===== config.mk =====
export PLATFORM = sky130hd
export DESIGN_NAME = crc_stream_feeder
export DESIGN_NICKNAME = d
export VERILOG_FILES = /design/src/rtl/crc_pkg.sv /design/src/rtl/crc_feed_fifo.sv /design/src/rtl/crc_stream_feeder.sv
export SDC_FILE = /design/constraint.sdc
export NUM_CORES = 1
export LEC_CHECK = 0
export BUFFER_PORTS_ARGS = -buffer_cell sky130_fd_sc_hd__buf_2
export CAP_MARGIN = 20
export CORE_ASPECT_RATIO = 1.1
export CORE_MARGIN = 4
export CORE_UTILIZATION = 50
export DETAILED_ROUTE_END_ITERATION = 10
export PLACE_DENSITY_LB_ADDON = 0.2
export SYNTH_ARGS = -nofsm -noshare
export SYNTH_HDL_FRONTEND = slang
export SYNTH_HIERARCHICAL = 1
export SYNTH_SLANG_ARGS = --single-unit

===== constraint.sdc =====
create_clock -name clk -period 6.7 [get_ports clk]
set_input_delay 1.34 -clock clk [delete_from_list [all_inputs] [get_ports clk]]
set_output_delay 1.34 -clock clk [all_outputs]
set_load 0.02 [all_outputs]

===== src/rtl/crc_pkg.sv =====
`default_nettype none
// +----------------------------------------------------------------------+
// | crc_pkg: register map, CTRL bit positions and feeder states shared   |
// | by the CRC block and its stream feeder.                              |
// | Revision: 1.0                                                        |
// +----------------------------------------------------------------------+
package crc_pkg;

  localparam logic [31:0] CRC_DATA_OFS  = 32'h0000_0000;
  localparam logic [31:0] CRC_GPOLY_OFS = 32'h0000_0004;
  localparam logic [31:0] CRC_CTRL_OFS  = 32'h0000_0008;

  localparam int CTRL_TCRC     = 24;
  localparam int CTRL_WAS      = 25;
  localparam int CTRL_FXOR     = 26;
  localparam int CTRL_TOTR_LSB = 28;
  localparam int CTRL_TOTR_MSB = 29;
  localparam int CTRL_TOT_LSB  = 30;
  localparam int CTRL_TOT_MSB  = 31;

  localparam logic [31:0] CTRL_WAS_MASK = 32'h1 << CTRL_WAS;

  typedef enum logic [2:0] {
    ST_IDLE    = 3'd0,
    ST_W_CTRL1 = 3'd1,
    ST_W_POLY  = 3'd2,
    ST_W_SEED  = 3'd3,
    ST_W_CTRL2 = 3'd4,
    ST_DATA    = 3'd5,
    ST_READ    = 3'd6,
    ST_DONE    = 3'd7
  } feeder_state_e;

  // Plain-vector encodings of the same states for the legacy FSM register.
  localparam logic [2:0] c_ST_IDLE    = 3'd0;
  localparam logic [2:0] c_ST_W_CTRL1 = 3'd1;
  localparam logic [2:0] c_ST_W_POLY  = 3'd2;
  localparam logic [2:0] c_ST_W_SEED  = 3'd3;
  localparam logic [2:0] c_ST_W_CTRL2 = 3'd4;
  localparam logic [2:0] c_ST_DATA    = 3'd5;
  localparam logic [2:0] c_ST_READ    = 3'd6;
  localparam logic [2:0] c_ST_DONE    = 3'd7;

  function automatic logic [31:0] ctrl_with_was(input logic [31:0] ctrl, input logic was);
    return was ? (ctrl | CTRL_WAS_MASK) : (ctrl & ~CTRL_WAS_MASK);
  endfunction

endpackage
`default_nettype wire


===== src/rtl/crc_feed_fifo.sv =====
`default_nettype none
// +----------------------------------------------------------------------+
// | crc_feed_fifo: synchronous DEPTH x 32 FIFO feeding the CRC writer.   |
// | Revision: 1.0                                                        |
// +----------------------------------------------------------------------+
module crc_feed_fifo #(
  parameter int DEPTH = 8
) (
  input  logic        clk,
  input  logic        rst,
  input  logic        push,
  input  logic        pop,
  input  logic [31:0] din,
  output logic [31:0] dout,
  output logic        full,
  output logic        empty
);

  localparam int c_AW = $clog2(DEPTH);
  localparam logic [c_AW:0] c_PTR_ONE = {{c_AW{1'b0}}, 1'b1};

  logic [31:0]   r_mem [DEPTH];
  logic [c_AW:0] r_wr_ptr;
  logic [c_AW:0] r_rd_ptr;
  logic          w_do_push;
  logic          w_do_pop;

  // The extra pointer MSB separates full from empty when the indices meet.
  assign empty = (r_wr_ptr == r_rd_ptr);
  assign full  = (r_wr_ptr[c_AW] != r_rd_ptr[c_AW]) &&
                 (r_wr_ptr[c_AW-1:0] == r_rd_ptr[c_AW-1:0]);
  assign dout  = r_mem[r_rd_ptr[c_AW-1:0]];

  assign w_do_pop  = pop && !empty;
  assign w_do_push = push && (!full || w_do_pop);

  always_ff @(posedge clk or posedge rst) begin
    if (rst) begin
      r_wr_ptr <= '0;
      r_rd_ptr <= '0;
    end else begin
      if (w_do_push) r_wr_ptr <= r_wr_ptr + c_PTR_ONE;
      if (w_do_pop)  r_rd_ptr <= r_rd_ptr + c_PTR_ONE;
    end
  end

  always_ff @(posedge clk) begin
    if (w_do_push) r_mem[r_wr_ptr[c_AW-1:0]] <= din;
  end

endmodule
`default_nettype wire


===== src/rtl/crc_stream_feeder.sv =====
`default_nettype none
// +----------------------------------------------------------------------+
// | crc_stream_feeder: programs the CRC block, streams a FIFO-buffered   |
// | word sequence into it and reads back the checksum.                   |
// | Revision: 1.0                                                        |
// +----------------------------------------------------------------------+
module crc_stream_feeder
  import crc_pkg::*;
#(
  parameter int          DEPTH     = 8,
  parameter logic [31:0] BASE_ADDR = 32'h4003_2000
) (
  input  logic        clk,
  input  logic        rst,
  input  logic        cfg_start,
  input  logic [31:0] cfg_ctrl,
  input  logic [31:0] cfg_poly,
  input  logic [31:0] cfg_seed,
  input  logic [15:0] cfg_len,
  input  logic        in_valid,
  input  logic [31:0] in_data,
  output logic        in_ready,
  output logic        res_valid,
  output logic [31:0] res_data,
  output logic        busy,
  output logic        crc_sel,
  output logic        crc_rw,
  output logic [31:0] crc_addr,
  output logic [31:0] crc_wdata,
  input  logic [31:0] crc_rdata
);

  logic [2:0]  r_state;
  logic [31:0] r_ctrl;
  logic [31:0] r_poly;
  logic [31:0] r_seed;
  logic [15:0] r_len;
  logic [15:0] r_accepted;
  logic [15:0] r_sent;
  logic [31:0] r_res_data;

  logic        w_push;
  logic        w_pop;
  logic [31:0] w_fifo_dout;
  logic        w_fifo_full;
  logic        w_fifo_empty;

  crc_feed_fifo #(
    .DEPTH (DEPTH)
  ) u_fifo (
    .clk   (clk),
    .rst   (rst),
    .push  (w_push),
    .pop   (w_pop),
    .din   (in_data),
    .dout  (w_fifo_dout),
    .full  (w_fifo_full),
    .empty (w_fifo_empty)
  );

  assign busy      = (r_state != c_ST_IDLE);
  assign res_valid = (r_state == c_ST_DONE);
  assign res_data  = r_res_data;
  assign in_ready  = busy && !w_fifo_full && (r_accepted < r_len);
  assign w_push    = in_valid && in_ready;
  assign w_pop     = (r_state == c_ST_DATA) && !w_fifo_empty;

  always_ff @(posedge clk or posedge rst) begin
    if (rst) begin
      r_state    <= c_ST_IDLE;
      r_ctrl     <= '0;
      r_poly     <= '0;
      r_seed     <= '0;
      r_len      <= '0;
      r_accepted <= '0;
      r_sent     <= '0;
      r_res_data <= '0;
    end else begin
      if (w_push) r_accepted <= r_accepted + 16'd1;
      case (r_state)
        c_ST_IDLE: begin
          if (cfg_start) begin
            r_ctrl     <= cfg_ctrl;
            r_poly     <= cfg_poly;
            r_seed     <= cfg_seed;
            r_len      <= cfg_len;
            r_accepted <= '0;
            r_sent     <= '0;
            r_state    <= c_ST_W_CTRL1;
          end
        end
        c_ST_W_CTRL1: r_state <= c_ST_W_POLY;
        c_ST_W_POLY:  r_state <= c_ST_W_SEED;
        c_ST_W_SEED:  r_state <= c_ST_W_CTRL2;
        c_ST_W_CTRL2: r_state <= (r_len == 16'd0) ? c_ST_READ : c_ST_DATA;
        c_ST_DATA: begin
          // An empty FIFO simply stalls; only real writes advance the count.
          if (w_pop) begin
            r_sent <= r_sent + 16'd1;
            if (r_sent + 16'd1 == r_len) r_state <= c_ST_READ;
          end
        end
        c_ST_READ: begin
          r_res_data <= crc_rdata;
          r_state    <= c_ST_DONE;
        end
        default: r_state <= c_ST_IDLE;
      endcase
    end
  end

  // Bus is decoded from registered state and FIFO pointers only.
  always_comb begin
    crc_sel   = 1'b0;
    crc_rw    = 1'b0;
    crc_addr  = '0;
    crc_wdata = '0;
    case (r_state)
      c_ST_W_CTRL1: begin
        crc_sel   = 1'b1;
        crc_rw    = 1'b1;
        crc_addr  = BASE_ADDR + CRC_CTRL_OFS;
        crc_wdata = ctrl_with_was(r_ctrl, 1'b1);
      end
      c_ST_W_POLY: begin
        crc_sel   = 1'b1;
        crc_rw    = 1'b1;
        crc_addr  = BASE_ADDR + CRC_GPOLY_OFS;
        crc_wdata = r_poly;
      end
      c_ST_W_SEED: begin
        crc_sel   = 1'b1;
        crc_rw    = 1'b1;
        crc_addr  = BASE_ADDR + CRC_DATA_OFS;
        crc_wdata = r_seed;
      end
      c_ST_W_CTRL2: begin
        crc_sel   = 1'b1;
        crc_rw    = 1'b1;
        crc_addr  = BASE_ADDR + CRC_CTRL_OFS;
        crc_wdata = ctrl_with_was(r_ctrl, 1'b0);
      end
      c_ST_DATA: begin
        if (!w_fifo_empty) begin
          crc_sel   = 1'b1;
          crc_rw    = 1'b1;
          crc_addr  = BASE_ADDR + CRC_DATA_OFS;
          crc_wdata = w_fifo_dout;
        end
      end
      c_ST_READ: begin
        crc_sel  = 1'b1;
        crc_addr = BASE_ADDR + CRC_DATA_OFS;
      end
      default: ;
    endcase
  end

endmodule
`default_nettype wire

==> results.txt <==
outcome - finished clean
CTS Buf Count - 45
Hold Crit Depth - 2
max incr delay on CP - 1.07 ns
post-synth top area cell - edfxtp_1
CTS Buffer Depth - 3
wire per inst - 20.94 um
RSZ-0062 raised after global routing - false
top cells by area, synth - edfxtp_1, dfrtp_1, nand2_1
max_cap viols - 0
Hold WC Path Type - flop to flop
DRC viols - 0
Top FF cell, synth - edfxtp_1
Synth Cell Area - 19740 um2
# rows - 76
# IOs - 281
first-pass GRT wire length - 73.10 mm
Yosys cell types - 63
LEAKAGE - 9.366 nW
Die Height - 216.4 um
Total Nets Final - 1911
share of the synthesized area in the top cell type - 38.95%
slew at the pin closest to its max-slew limit - 1.035 ns
Max VDD drop - 0.2838 mV
Critical Path AT - 4.30 ns
WP data required - 5.36 ns
vias after detailed routing - 12.82k
hold buffer count at CTS - 0
quantity of I/O buffers inserted on ports - 253
RR Startpoint - u_fifo/r_rd_ptr[1]
Worst Setup Path Type - flop to output port
CTS tree - yes
core box area - 39080 um2
CTS Root Cell - clkbuf_16
Starting DRT DRC Count - 866
cell chain of the critical path - xnor2_1 -> nand3_1 -> nor2_1 -> nand3b_1 -> buf_4 -> inv_2 -> buf_12 -> a22oi_1 -> o21ai_0 -> buf_2
Routability Congestion - 0.8356
PwrDens - 465.9 nW/um2
Worst setup SP type - flop
share of cells above drive strength 1 - 30.11%
total power - 10.67 mW
Worst Setup End Kind - output port
Post-DRT Antenna Nets - 0
Hold Crit Start - r_seed[26]
drt total wl - 47.26 mm
Slew Limit Fails - 0
Yosys warnings - 6
Post-Syn Instances - 1483
clk_lat worst skew - 0.57 ns
fmax - 177.3 MHz
post-synthesis async set-or-reset flop share - 42.08%
relative slew slack - 30.98%
# fillers - 3166
Worst-path clk slew - 0.06 ns
Vias/cell - 5.680
Chip Width - 197.4 um
skew final - 0.01351 ns
largest net degree at the start of global routing - 134
Seq/Total Area, Yosys - 62.53%
GRT Total Usage - 21.81%
Initial Utilization - 50.50%
Final Hold Fails - 0
most frequent cells after synthesis - nand2_1, edfxtp_1, dfrtp_1
Hold Path Sink - r_seed[26]
slowest CP cell - dfrtp_4
PostCTS Resize Cnt - 0
TNS Setup - 0 ns
crit-path max FO - 68
Area Overhead vs Synth - 16.03%
initial antenna violation count - 9
#FFs+latches synth - 442
average size of a mapped cell - 13.31 um2
reg2reg path depth - 10
full die area - 42720 um2
Post-CTS Setup Inserts - 0
number of synthesized flops with an enable pin - 256
cell with the most instances after synthesis - nand2_1
worst reg2reg setup slack - 1.84 ns
H-tree levels - 2
Crit Reg-Reg Endpoint - u_fifo/r_mem[7][11]
vias in the first global route - 12.68k
clock sinks - 442
CP top delay family - flip-flops
DRT Pass-1 Iters - 5
CP bufs+invs - 4
gr ovfl total - 0
dpl hpwl - 30.04 mm
final period utilization - 84.18%
Final setup violation count - 0
Tmin final - 5.640 ns
worst register-to-register path: stages (launching register included):
cell	delay, ns
dfrtp_4	1.07
xnor2_1	0.26
nand3_1	0.37
nor2_1	0.51
nand3b_1	0.17
buf_4	0.28
inv_2	0.17
buf_12	0.22
nor3_1	0.83
nor2_4	0.35
buf_4	0.35
cells by family (layout without fill, tap and decap cells):
kind of cell,after synthesis,in the layout,share of synthesized area [%]
muxes,175,175,13.72
and+or+nand+nor,476,476,10.64
AOI/OAI and AO/OA,191,191,6.403
other,1,29,0.01900
DFF,442,442,62.53
xor gates and xnor gates,34,34,1.585
buffers and inverters,145,384,3.899
adders and majority gates,19,19,1.205
stage by stage:
stage | cells | hold slack [ns] | cell area (um2) | worst slack, ns | utilization [%]
after floorplan | 1508 | 0.4401 | 19830 | 0.5297 | -
after global placement | 2170 | 0.4561 | 21320 | 1.781 | 54.56
after detailed placement | 2171 | 0.4592 | 21350 | 1.728 | 54.63
after CTS | 2253 | 0.4773 | 22860 | 1.129 | 58.50
after global routing | 2255 | 0.4924 | 22890 | 0.8992 | 58.58
final | 2257 | 0.4738 | 22900 | 1.060 | 58.59
how the worst max path moves through the flow:
stage	cells past startpoint	to	slack (ns)	startpoint
2_1_floorplan	1	r_accepted[0]	0.53	rst
3_3_place_gp	10	crc_wdata[11]	1.78	u_fifo/r_rd_ptr[1]
3_5_place_dp	10	crc_wdata[15]	1.73	u_fifo/r_rd_ptr[1]
4_1_cts	10	crc_wdata[15]	1.13	u_fifo/r_rd_ptr[1]
5_1_grt	10	crc_wdata[24]	0.90	u_fifo/r_rd_ptr[1]
6_report	10	crc_wdata[24]	1.06	u_fifo/r_rd_ptr[1]
routing by layer:
layer	vias to the layer above	share of wire, %	global-route usage [%]
met4	12	1.9	5.386
met5	-	0.16	0
li1	5836	-	-
met3	75	7.3	4.353
met2	443	48	35.24
met1	6454	42	30.82
report_power, final:
part / internal [mW] / switching [mW] / leakage, nW / total [mW]
registers: 3.62 / 0.600 / 4.64 / 4.23
logic: 1.64 / 2.24 / 3.98 / 3.87
clock network: 1.53 / 1.05 / 0.743 / 2.57
total: 6.79 / 3.88 / 9.37 / 10.7
registers in the layout, summed over array words and instances, names as in the netlist:
signal / flops
u_fifo/r_rd_ptr: 4
r_accepted: 16
r_poly: 32
r_ctrl: 31
res_data: 32
r_seed: 32
r_state: 3
u_fifo/r_wr_ptr: 4
r_sent: 16
u_fifo/r_mem: 256
r_len: 16
cell type report:
cell class / count / area, um2 / area share [%]
sequential: 442 / 12350 / 53.95
multi-input combinational: 921 / 6793 / 29.66
timing repair buffer: 276 / 1491 / 6.513
clock buffer: 57 / 1222 / 5.338
tap: 507 / 634.4 / 2.770
clock inverter: 25 / 291.5 / 1.273
inverter: 26 / 105.1 / 0.4590
antenna: 3 / 7.507 / 0.03278
cell usage in the layout, fill, tap and decap left out, types with 9 or more instances in the layout:
cell type,netlist,layout
nand2_1,348,347
edfxtp_1,256,256
buf_2,27,253
dfrtp_1,186,180
mux2_2,95,95
o21ai_0,70,70
a22oi_1,63,63
mux4_2,55,55
clkbuf_16,0,46
conb_1,1,26
inv_1,25,24
xnor2_1,24,24
nor2_1,25,21
buf_4,30,20
ha_1,19,19
nand4_1,18,18
a21oi_1,15,15
nand3_1,14,14
nand2b_1,14,14
mux2i_1,14,14
nor4_1,13,11
xor2_1,9,9
mux4_1,9,9
(Power assumes the default switching activity.)
